[config.mk]
export PLATFORM = sky130hd
export DESIGN_NAME = ips2l_pcie_dma_rx_mwr_tlp_parse
export DESIGN_NICKNAME = d
export VERILOG_FILES = /design/src/rtl/ips2l_pcie_dma_rx_mwr_tlp_parse.sv
export SDC_FILE = /design/constraint.sdc
export NUM_CORES = 1
export LEC_CHECK = 0
export BUFFER_PORTS_ARGS = -buffer_cell sky130_fd_sc_hd__buf_2
export CORE_ASPECT_RATIO = 0.7
export CORE_MARGIN = 2
export CORE_UTILIZATION = 27
export CTS_CLUSTER_DIAMETER = 100
export DETAILED_ROUTE_END_ITERATION = 6
export GPL_TIMING_DRIVEN = 1
export SYNTH_ARGS = -nofsm -noshare
export SYNTH_HDL_FRONTEND = slang
export SYNTH_SLANG_ARGS = --single-unit
export TNS_END_PERCENT = 20
[constraint.sdc]
create_clock -name clk -period 3.2 [get_ports clk]
set_clock_uncertainty 0.05 [all_clocks]
set_input_delay 0.48 -clock clk [delete_from_list [all_inputs] [get_ports clk]]
set_output_delay 0.48 -clock clk [all_outputs]
set_load 0.005 [all_outputs]
[src/rtl/ips2l_pcie_dma_rx_mwr_tlp_parse.sv]
// 128-bit RX TLP parser: decodes Memory Write headers, emits address/length/BE and per-DW payload strobes.
// Optional IPS2L_PCIE_DMA_MWR_POISON_DROP_EN: poisoned (EP=1) MWr TLPs are discarded like non-MWr TLPs.
module ips2l_pcie_dma_rx_mwr_tlp_parse (
    input  logic         clk,
    input  logic         rst,
    input  logic         i_axis_rx_tvalid,
    output logic         o_axis_rx_tready,
    input  logic [127:0] i_axis_rx_tdata,
    input  logic         i_axis_rx_tlast,
    input  logic [1:0]   i_axis_rx_bar_hit,
    output logic         o_mwr_wr_start,
    output logic [9:0]   o_mwr_length,
    output logic [7:0]   o_mwr_dwbe,
    output logic [63:0]  o_mwr_addr,
    output logic [1:0]   o_bar_hit,
    output logic [127:0] o_mwr_data,
    output logic [3:0]   o_mwr_dw_vld,
    output logic         o_len_err
);

    typedef enum logic [1:0] {
        IDLE = 2'd0,
        DATA = 2'd1,
        DROP = 2'd2
    } state_t;

    state_t         state_r;
    state_t         state_s;
    logic [10:0]    remain_r;
    logic [10:0]    remain_s;
    logic           tready_r;

    logic           start_r;
    logic [9:0]     length_r;
    logic [7:0]     dwbe_r;
    logic [63:0]    addr_r;
    logic [1:0]     bar_r;
    logic [127:0]   data_r;
    logic [3:0]     dw_vld_r;
    logic           len_err_r;

    logic           start_s;
    logic [9:0]     length_s;
    logic [7:0]     dwbe_s;
    logic [63:0]    addr_s;
    logic [1:0]     bar_s;
    logic [3:0]     dw_vld_s;
    logic           len_err_s;

    logic           beat_s;
    logic [31:0]    dw0_s;
    logic [31:0]    dw1_s;
    logic [31:0]    dw2_s;
    logic [31:0]    dw3_s;
    logic           ep_drop_s;
    logic           is_mwr_s;
    logic [10:0]    len_ext_s;
    logic [10:0]    hdr_rem_s;
    logic [2:0]     take_s;
    logic [10:0]    rem_next_s;

    // DWs consumed by one data beat: min(4, remaining)
    function automatic logic [2:0] lane_take(input logic [10:0] rem);
        if (rem >= 11'd4) begin
            lane_take = 3'd4;
        end else begin
            lane_take = rem[2:0];
        end
    endfunction

    // Low-lane strobe mask for a DW count
    function automatic logic [3:0] lane_mask(input logic [2:0] take);
        case (take)
            3'd4:    lane_mask = 4'b1111;
            3'd3:    lane_mask = 4'b0111;
            3'd2:    lane_mask = 4'b0011;
            3'd1:    lane_mask = 4'b0001;
            default: lane_mask = 4'b0000;
        endcase
    endfunction

    assign beat_s = i_axis_rx_tvalid & tready_r;
    assign dw0_s  = i_axis_rx_tdata[31:0];
    assign dw1_s  = i_axis_rx_tdata[63:32];
    assign dw2_s  = i_axis_rx_tdata[95:64];
    assign dw3_s  = i_axis_rx_tdata[127:96];

`ifdef IPS2L_PCIE_DMA_MWR_POISON_DROP_EN
    assign ep_drop_s = dw0_s[14];
`else
    assign ep_drop_s = 1'b0;
`endif

    assign is_mwr_s = ((dw0_s[31:29] == 3'b010) || (dw0_s[31:29] == 3'b011)) &&
                      (dw0_s[28:24] == 5'b00000) && !ep_drop_s;

    // Length field 0 encodes the 1024-DW maximum
    assign len_ext_s  = (dw0_s[9:0] == 10'd0) ? 11'd1024 : {1'b0, dw0_s[9:0]};
    assign hdr_rem_s  = dw0_s[29] ? len_ext_s : (len_ext_s - 11'd1);
    assign take_s     = lane_take(remain_r);
    assign rem_next_s = remain_r - {8'd0, take_s};

    // State and remaining-DW counter registers
    always_ff @(posedge clk) begin
        if (rst) begin
            state_r  <= IDLE;
            remain_r <= 11'd0;
            tready_r <= 1'b0;
        end else begin
            state_r  <= state_s;
            remain_r <= remain_s;
            tready_r <= 1'b1;
        end
    end

    // Next-state, counter and next-output decode
    always_comb begin
        state_s   = state_r;
        remain_s  = remain_r;
        start_s   = 1'b0;
        length_s  = length_r;
        dwbe_s    = dwbe_r;
        addr_s    = addr_r;
        bar_s     = bar_r;
        dw_vld_s  = 4'b0000;
        len_err_s = 1'b0;
        case (state_r)
            IDLE: begin
                if (beat_s) begin
                    if (is_mwr_s) begin
                        start_s  = 1'b1;
                        length_s = dw0_s[9:0];
                        dwbe_s   = dw1_s[7:0];
                        bar_s    = i_axis_rx_bar_hit;
                        if (dw0_s[29]) begin
                            addr_s   = {dw2_s, dw3_s[31:2], 2'b00};
                            dw_vld_s = 4'b0000;
                        end else begin
                            addr_s   = {32'h0000_0000, dw2_s[31:2], 2'b00};
                            dw_vld_s = 4'b1000;
                        end
                        if (i_axis_rx_tlast) begin
                            state_s   = IDLE;
                            remain_s  = 11'd0;
                            len_err_s = (hdr_rem_s != 11'd0);
                        end else begin
                            state_s   = DATA;
                            remain_s  = hdr_rem_s;
                            len_err_s = (hdr_rem_s == 11'd0);
                        end
                    end else begin
                        if (i_axis_rx_tlast) begin
                            state_s = IDLE;
                        end else begin
                            state_s = DROP;
                        end
                    end
                end else begin
                    state_s = IDLE;
                end
            end
            DATA: begin
                if (beat_s) begin
                    dw_vld_s = lane_mask(take_s);
                    if (i_axis_rx_tlast) begin
                        state_s   = IDLE;
                        remain_s  = 11'd0;
                        len_err_s = (rem_next_s != 11'd0);
                    end else begin
                        state_s   = DATA;
                        remain_s  = rem_next_s;
                        // Flag only the beat that exhausts the count early
                        len_err_s = (remain_r != 11'd0) && (rem_next_s == 11'd0);
                    end
                end else begin
                    state_s = DATA;
                end
            end
            DROP: begin
                if (beat_s && i_axis_rx_tlast) begin
                    state_s = IDLE;
                end else begin
                    state_s = DROP;
                end
            end
            default: begin
                state_s  = IDLE;
                remain_s = 11'd0;
            end
        endcase
    end

    // Registered outputs, one cycle after the accepted beat
    always_ff @(posedge clk) begin
        if (rst) begin
            start_r   <= 1'b0;
            length_r  <= 10'd0;
            dwbe_r    <= 8'd0;
            addr_r    <= 64'd0;
            bar_r     <= 2'd0;
            data_r    <= 128'd0;
            dw_vld_r  <= 4'd0;
            len_err_r <= 1'b0;
        end else begin
            start_r   <= start_s;
            length_r  <= length_s;
            dwbe_r    <= dwbe_s;
            addr_r    <= addr_s;
            bar_r     <= bar_s;
            data_r    <= beat_s ? i_axis_rx_tdata : data_r;
            dw_vld_r  <= dw_vld_s;
            len_err_r <= len_err_s;
        end
    end

    assign o_axis_rx_tready = tready_r;
    assign o_mwr_wr_start   = start_r;
    assign o_mwr_length     = length_r;
    assign o_mwr_dwbe       = dwbe_r;
    assign o_mwr_addr       = addr_r;
    assign o_bar_hit        = bar_r;
    assign o_mwr_data       = data_r;
    assign o_mwr_dw_vld     = dw_vld_r;
    assign o_len_err        = len_err_r;

endmodule

==> impl_metrics.env, run 1 <==
export IMPL_post_cts_buffers=0
export IMPL_crit_chain="nor3_2, nand3_1, nand2_1, ha_1, a31oi_1, nor3_1, nand2_1, or4_1, nor3b_1, nand3b_1"
export IMPL_die_h_um=155.2
export IMPL_hold_depth=3
export IMPL_power_leakage_nw=5.251
export IMPL_critPathKind="flip-flop to flip-flop"
export IMPL_finalCriticalPeriod_ns=2.874
export IMPL_reg2reg_slack_ns=0.33
export IMPL_die_x_um=220.0
export IMPL_ctsLongestPathBuffers=3
export IMPL_clock_fmax_mhz=347.9
export IMPL_port_buffers=350
export IMPL_overflow=0
export IMPL_synth_cells=1061
export IMPL_synth_top_flop_cell="dfxtp_1"
export IMPL_multi_input_area_mm2=0.003872
export IMPL_syn2layout_area_growth_pct=33.83
export IMPL_cts_sinks=230
export IMPL_ios=353
export IMPL_power_density_mw_per_mm2=550.0
export IMPL_ys_types=56
export IMPL_path_clk_slew_ns=0.06
export IMPL_start_util=0.2737
export IMPL_hold_slack_ns=0.1347
export IMPL_finalSetupViolCount=0
export IMPL_synth_async_reset_ratio=0
export IMPL_cp_required_ns=3.63
export IMPL_grtUsageMet2=0.2844
export IMPL_grt_util_met1=0.2192
export IMPL_status="finished, final reports clean"
export IMPL_r2r_cells=10
export IMPL_grt_pass1_wl_um=46840
export IMPL_antenna_found_initial=2
export IMPL_dp_slack_ns=0.1943
export IMPL_root_buffer="clkbuf_16"
export IMPL_globalplace_congestion=0.8096
export IMPL_cts_hold_buffers=0
export IMPL_slew_viol_final=0
export IMPL_rsz0062_at_grt="false"
export IMPL_hold_viol=0
export IMPL_synthMostInstantiatedCell="nand2_1"
export IMPL_busiest_layer="met2"
export IMPL_vdd_ir_drop_max_v=0.0003270
export IMPL_grt_max_degree=166
export IMPL_yosys_warnings=0
export IMPL_yosysTopAreaCell="dfxtp_1"
export IMPL_rows=55
export IMPL_drtIter0Drc=463
export IMPL_ys_top_cells_by_area="dfxtp_1, nand2_1, a21oi_1, mux2i_1, a22o_1"
export IMPL_h_tree_depth=1
export IMPL_drc=0
export IMPL_synth_seq_area_share=0.5223
export IMPL_worstSkewPairLatency_ns=0.53
export IMPL_core_area_mm2=0.03221
export IMPL_maxCapViolCount=0
export IMPL_grt_usage=0.1727
export IMPL_antenna_left=0
export IMPL_first_global_vias=8325
export IMPL_avgSynthCellArea_um2=8.309
export IMPL_seqCellArea_mm2=0.004604
export IMPL_slew_headroom=0.3387
export IMPL_tightestPinTransition_ns=0.9920
export IMPL_viasPerCell=4.768
export IMPL_cts_repair_resize_count=0
export IMPL_cp_arrival_ns=3.30
export IMPL_cp_slowest_cell="or4_1"
export IMPL_fin_nets=1504
export IMPL_crit_top_cell="nand2_1"
export IMPL_synth_top_area_share=0.5223
export IMPL_gr_usage_met3=0.05064
export IMPL_n_fill_cell=3296
export IMPL_finalCritPeriodShare=0.8982
export IMPL_cts_made_buffers=25
export IMPL_wl_per_cell_um=16.92
export IMPL_drt_total_wl_um=30640
export IMPL_cp_max_fo=8
export IMPL_cp_start_kind="flip-flop"
export IMPL_synthTopCellsByCount="nand2_1, dfxtp_1, a21oi_1, clkbuf_1, nor2_1"
export IMPL_vias=8635
export IMPL_end_kind="flip-flop"
export IMPL_hold_path_class="input pin to flip-flop"
export IMPL_fin_setup_tns_ns=0
export IMPL_synth_seq_cells=230
export IMPL_dpl_hpwl_um=21610
export IMPL_synth_edf_count=0
export IMPL_setup_slack_ns=0.3258
export IMPL_drive_gt1_frac=0.3008
export IMPL_tritoncts="yes"
export IMPL_drtPass1Iterations=4
export IMPL_cpPeakStageDelay_ns=0.46
export IMPL_die_area_mm2=0.03414
export IMPL_syn_area_mm2=0.008816
## power by group
part	switching, mW	internal [mW]
combinational	0.315	0.202
sequential	0.0398	2.94
clock	1.18	1.81
total	1.54	4.95
## cells in the final DEF, fill, tap and decap left out, drive strengths merged, types with 4 or more instances in the layout
master and n:
nand2 325, and3 4, nand2b 6, or4 4
nor2 49, a22o 32, a21oi 157, mux2i 30
xor2 5, o21ai 9, nand3 5, o211ai 5
a22oi 6, clkbuf 35, dfxtp 230, nor3 14
nor4 6, a211oi 32, a31oi 4, inv 7
xnor2 6, buf 365
## stage by stage
stage / total power [mW] / utilization / cell area, um2 / std cells
2_1_floorplan: 3.290 / - / 8820 / 1062
3_3_place_gp: 3.558 / 0.3400 / 10950 / 1767
3_5_place_dp: 3.567 / 0.3400 / 10950 / 1767
4_1_cts: 6.608 / 0.3663 / 11800 / 1810
5_1_grt: 6.784 / 0.3664 / 11800 / 1811
6_report: 6.489 / 0.3664 / 11800 / 1811
## worst paths after layout
check,from,to
setup / recovery,remain_r[8],o_len_err
hold / removal,i_axis_rx_tdata[12],o_mwr_data[12]
setup reg to reg,remain_r[8],o_len_err
hold reg to reg,o_mwr_data[28],o_mwr_data[28]
## worst max-delay path, delay by kind of cell, from the launching register on
family / cells / cell delay [ns]
compound gates: 1 / 0.14
fa+ha+maj: 1 / 0.31
flops: 1 / 0.38
simple gates: 8 / 1.94
## per-layer routing
metal  routed length, um  share of wire
met1               13280           0.43
met2               13960           0.46
met3                2598          0.085
met4                 784          0.026
met5                  13        0.00042
## cells by family (layout without fill, tap and decap cells)
family / Yosys count / after routing / synth area share
adder cells (fa/ha/maj): 3 / 3 / 0.004258
multiplexers: 31 / 31 / 0.03534
buffers and inverters: 92 / 413 / 0.04215
AO/OA/AOI/OAI: 263 / 263 / 0.1825
flip-flops: 230 / 230 / 0.5223
XOR/XNOR: 11 / 11 / 0.01093
AND/OR/NAND/NOR: 429 / 429 / 0.2017
other: 2 / 4 / 0.0008519
## sequential cells by signal (all words and copies together), names as in the netlist
register,count
o_len_err,1
o_bar_hit,2
o_mwr_dwbe,8
o_mwr_wr_start,1
o_mwr_addr,62
remain_r,11
o_mwr_length,10
o_axis_rx_tready,1
o_mwr_dw_vld,4
state_r,2
o_mwr_data,128
## cell type report
type,instances,share of cell area
inverters,5,0.001591
clock inverters,8,0.01039
diodes,1,0.0002121
well taps,427,0.04528
repair buffers,365,0.1628
multi-input cells,740,0.3282
clock buffers,35,0.06129
flip-flops and latches,230,0.3902
(Power assumes the default switching activity.)
==> run 2: changes to the inputs <==
==> constraint.sdc (replaced) <==
create_clock -name clk -period 3 [get_ports clk]
set_clock_uncertainty 0.05 [all_clocks]
set_input_delay 0.45 -clock clk [delete_from_list [all_inputs] [get_ports clk]]
set_output_delay 0.45 -clock clk [all_outputs]
set_load 0.005 [all_outputs]
==> run 2 against run 1 <==
Net effect: first-iteration DRC count rose by 6.3%; setup slack got worse by 0.16 ns; cell area rose by 0.57%; sequential share of layout area fell by 0.22 points; combinational power rose by 7.0%; maximum frequency rose by 1.6%.
==> impl_metrics.env, run 2 (synthesized netlist as in run 1, its figures left out) <==
export IMPL_path_clk_slew_ns=0.07
export IMPL_globalplace_congestion=0.9137
export IMPL_crit_chain="nor3_4, nand3_1, nand2_1, ha_1, o21a_1, nor4b_1, xor2_1, or4_1, nor3b_1, nand3b_1"
export IMPL_syn2layout_area_growth_pct=34.60
export IMPL_antenna_left=0
export IMPL_slew_headroom=0.2200
export IMPL_vdd_ir_drop_max_v=0.0003563
export IMPL_rsz0062_at_grt="false"
export IMPL_maxCapViolCount=0
export IMPL_fin_area_mm2=0.01187
export IMPL_dpl_cell_area_mm2=0.01101
export IMPL_hold_viol=0
export IMPL_die_x_um=220.0
export IMPL_met2_length_um=13600
export IMPL_worstSkewPairLatency_ns=0.52
export IMPL_cts_hold_buffers=0
export IMPL_drt_total_wl_um=30240
export IMPL_overflow=0
export IMPL_finalCritPeriodShare=0.9433
export IMPL_antenna_found_initial=1
export IMPL_fin_setup_tns_ns=0
export IMPL_grt_usage=0.1695
export IMPL_cts_sinks=230
export IMPL_port_buffers=350
export IMPL_cp_required_ns=3.41
export IMPL_die_h_um=155.2
export IMPL_hold_path_class="input pin to flip-flop"
export IMPL_cts_repair_resize_count=0
export IMPL_reg2reg_slack_ns=0.17
export IMPL_finalSetupViolCount=0
export IMPL_rows=55
export IMPL_drtPass1Iterations=4
export IMPL_fin_nets=1513
export IMPL_core_area_mm2=0.03221
export IMPL_post_cts_buffers=0
export IMPL_maxUsedRoutingLayer="met5"
export IMPL_drive_gt1_frac=0.3080
export IMPL_tightestPinTransition_ns=1.170
export IMPL_wl_met1_um=12730
export IMPL_cts_made_buffers=24
export IMPL_start_util=0.2737
export IMPL_drtIter0Drc=492
export IMPL_vias=8709
export IMPL_layout_common_cells="buf_2, nand2_1, dfxtp_1, a21oi_1, nor2_1"
export IMPL_mostFrequentLayoutCell="buf_2"
export IMPL_h_tree_depth=1
export IMPL_clock_fmax_mhz=353.4
export IMPL_first_global_vias=8410
export IMPL_grt_pass1_wl_um=46290
export IMPL_cpPeakStageDelay_ns=0.57
export IMPL_cp_max_fo=10
export IMPL_ios=353
export IMPL_cp_slowest_cell="or4_1"
export IMPL_end_kind="flip-flop"
export IMPL_cp_start_kind="flip-flop"
export IMPL_critPathKind="flip-flop to flip-flop"
export IMPL_largest_reg_flops=128
export IMPL_die_area_mm2=0.03414
export IMPL_power_leakage_nw=5.302
export IMPL_status="finished, final reports clean"
export IMPL_slew_viol_final=0
export IMPL_power_density_mw_per_mm2=578.5
export IMPL_tritoncts="yes"
export IMPL_finalCriticalPeriod_ns=2.830
export IMPL_viasPerCell=4.785
export IMPL_dp_slack_ns=0.008002
export IMPL_cp_arrival_ns=3.24
export IMPL_wl_met3_um=2738
export IMPL_root_buffer="clkbuf_16"
export IMPL_drc=0
export IMPL_ctsLongestPathBuffers=3
export IMPL_setup_slack_ns=0.1701
export IMPL_wl_per_cell_um=16.61
export IMPL_antenna_cells=0
export IMPL_dpl_hpwl_um=21580
export IMPL_grt_max_degree=175
-- run 2: cell count changes in the layout (fill, tap and decap cells not counted), sizes merged --
cell      previous run  this run
inv                  7         5
clkinvlp             0         1
clkinv               3         7
buf                365       375
clkbuf              35        33
bufinv               3         2
diode                1         0
-- run 2: critical path: cells and delay by family, from the launching register on --
family	cells	cell delay [ns]
adders and majority gates	1	0.29
DFF	1	0.48
AOI/OAI and AO/OA	1	0.23
xor gates and xnor gates	1	0.14
and+or+nand+nor	7	1.58
-- run 2: worst paths after layout --
| kind | end | startpoint | cells after the start |
|---|---|---|---|
| worst max-delay path | o_len_err | remain_r[5] | 10 |
| worst min-delay path | o_mwr_addr[33] | i_axis_rx_tdata[65] | 2 |
| worst max register to register | o_len_err | remain_r[5] | 10 |
| worst min register to register | o_bar_hit[1] | o_bar_hit[1] | 2 |
-- run 2: area by class of cell --
cell class              count  area, um2
flip-flops and latches    230       4604
clock inverters            10      121.4
well taps                 427      534.3
inverters                   5      18.77
multi-input cells         740       3879
fillers                  3352      20340
repair buffers            375       1983
clock buffers              33      725.7
-- run 2: per-stage QoR --
stage / hold slack [ns] / power (mW) / util / cells
finish: 0.1173 / 6.865 / 0.3685 / 1820
global placement: 0.3868 / 3.797 / 0.3420 / 1777
global route: 0.09166 / 7.159 / 0.3685 / 1820
detailed placement: 0.3935 / 3.804 / 0.3420 / 1777
CTS: 0.08697 / 6.974 / 0.3683 / 1820
floorplan: 0.3982 / 3.510 / - / 1062
-- run 2: layer usage --
layer  global-route usage  vias to the layer above
met4              0.06520                        2
met5                    0                        -
li1                     -                     4221
met2               0.2755                      360
met1               0.2107                     4067
met3              0.05122                       59
-- run 2: power breakdown --
group | total (mW) | switching, mW | internal, mW
combinational | 0.553 | 0.334 | 0.219
clock | 3.13 | 1.26 | 1.87
sequential | 3.18 | 0.0423 | 3.14
total | 6.87 | 1.64 | 5.23
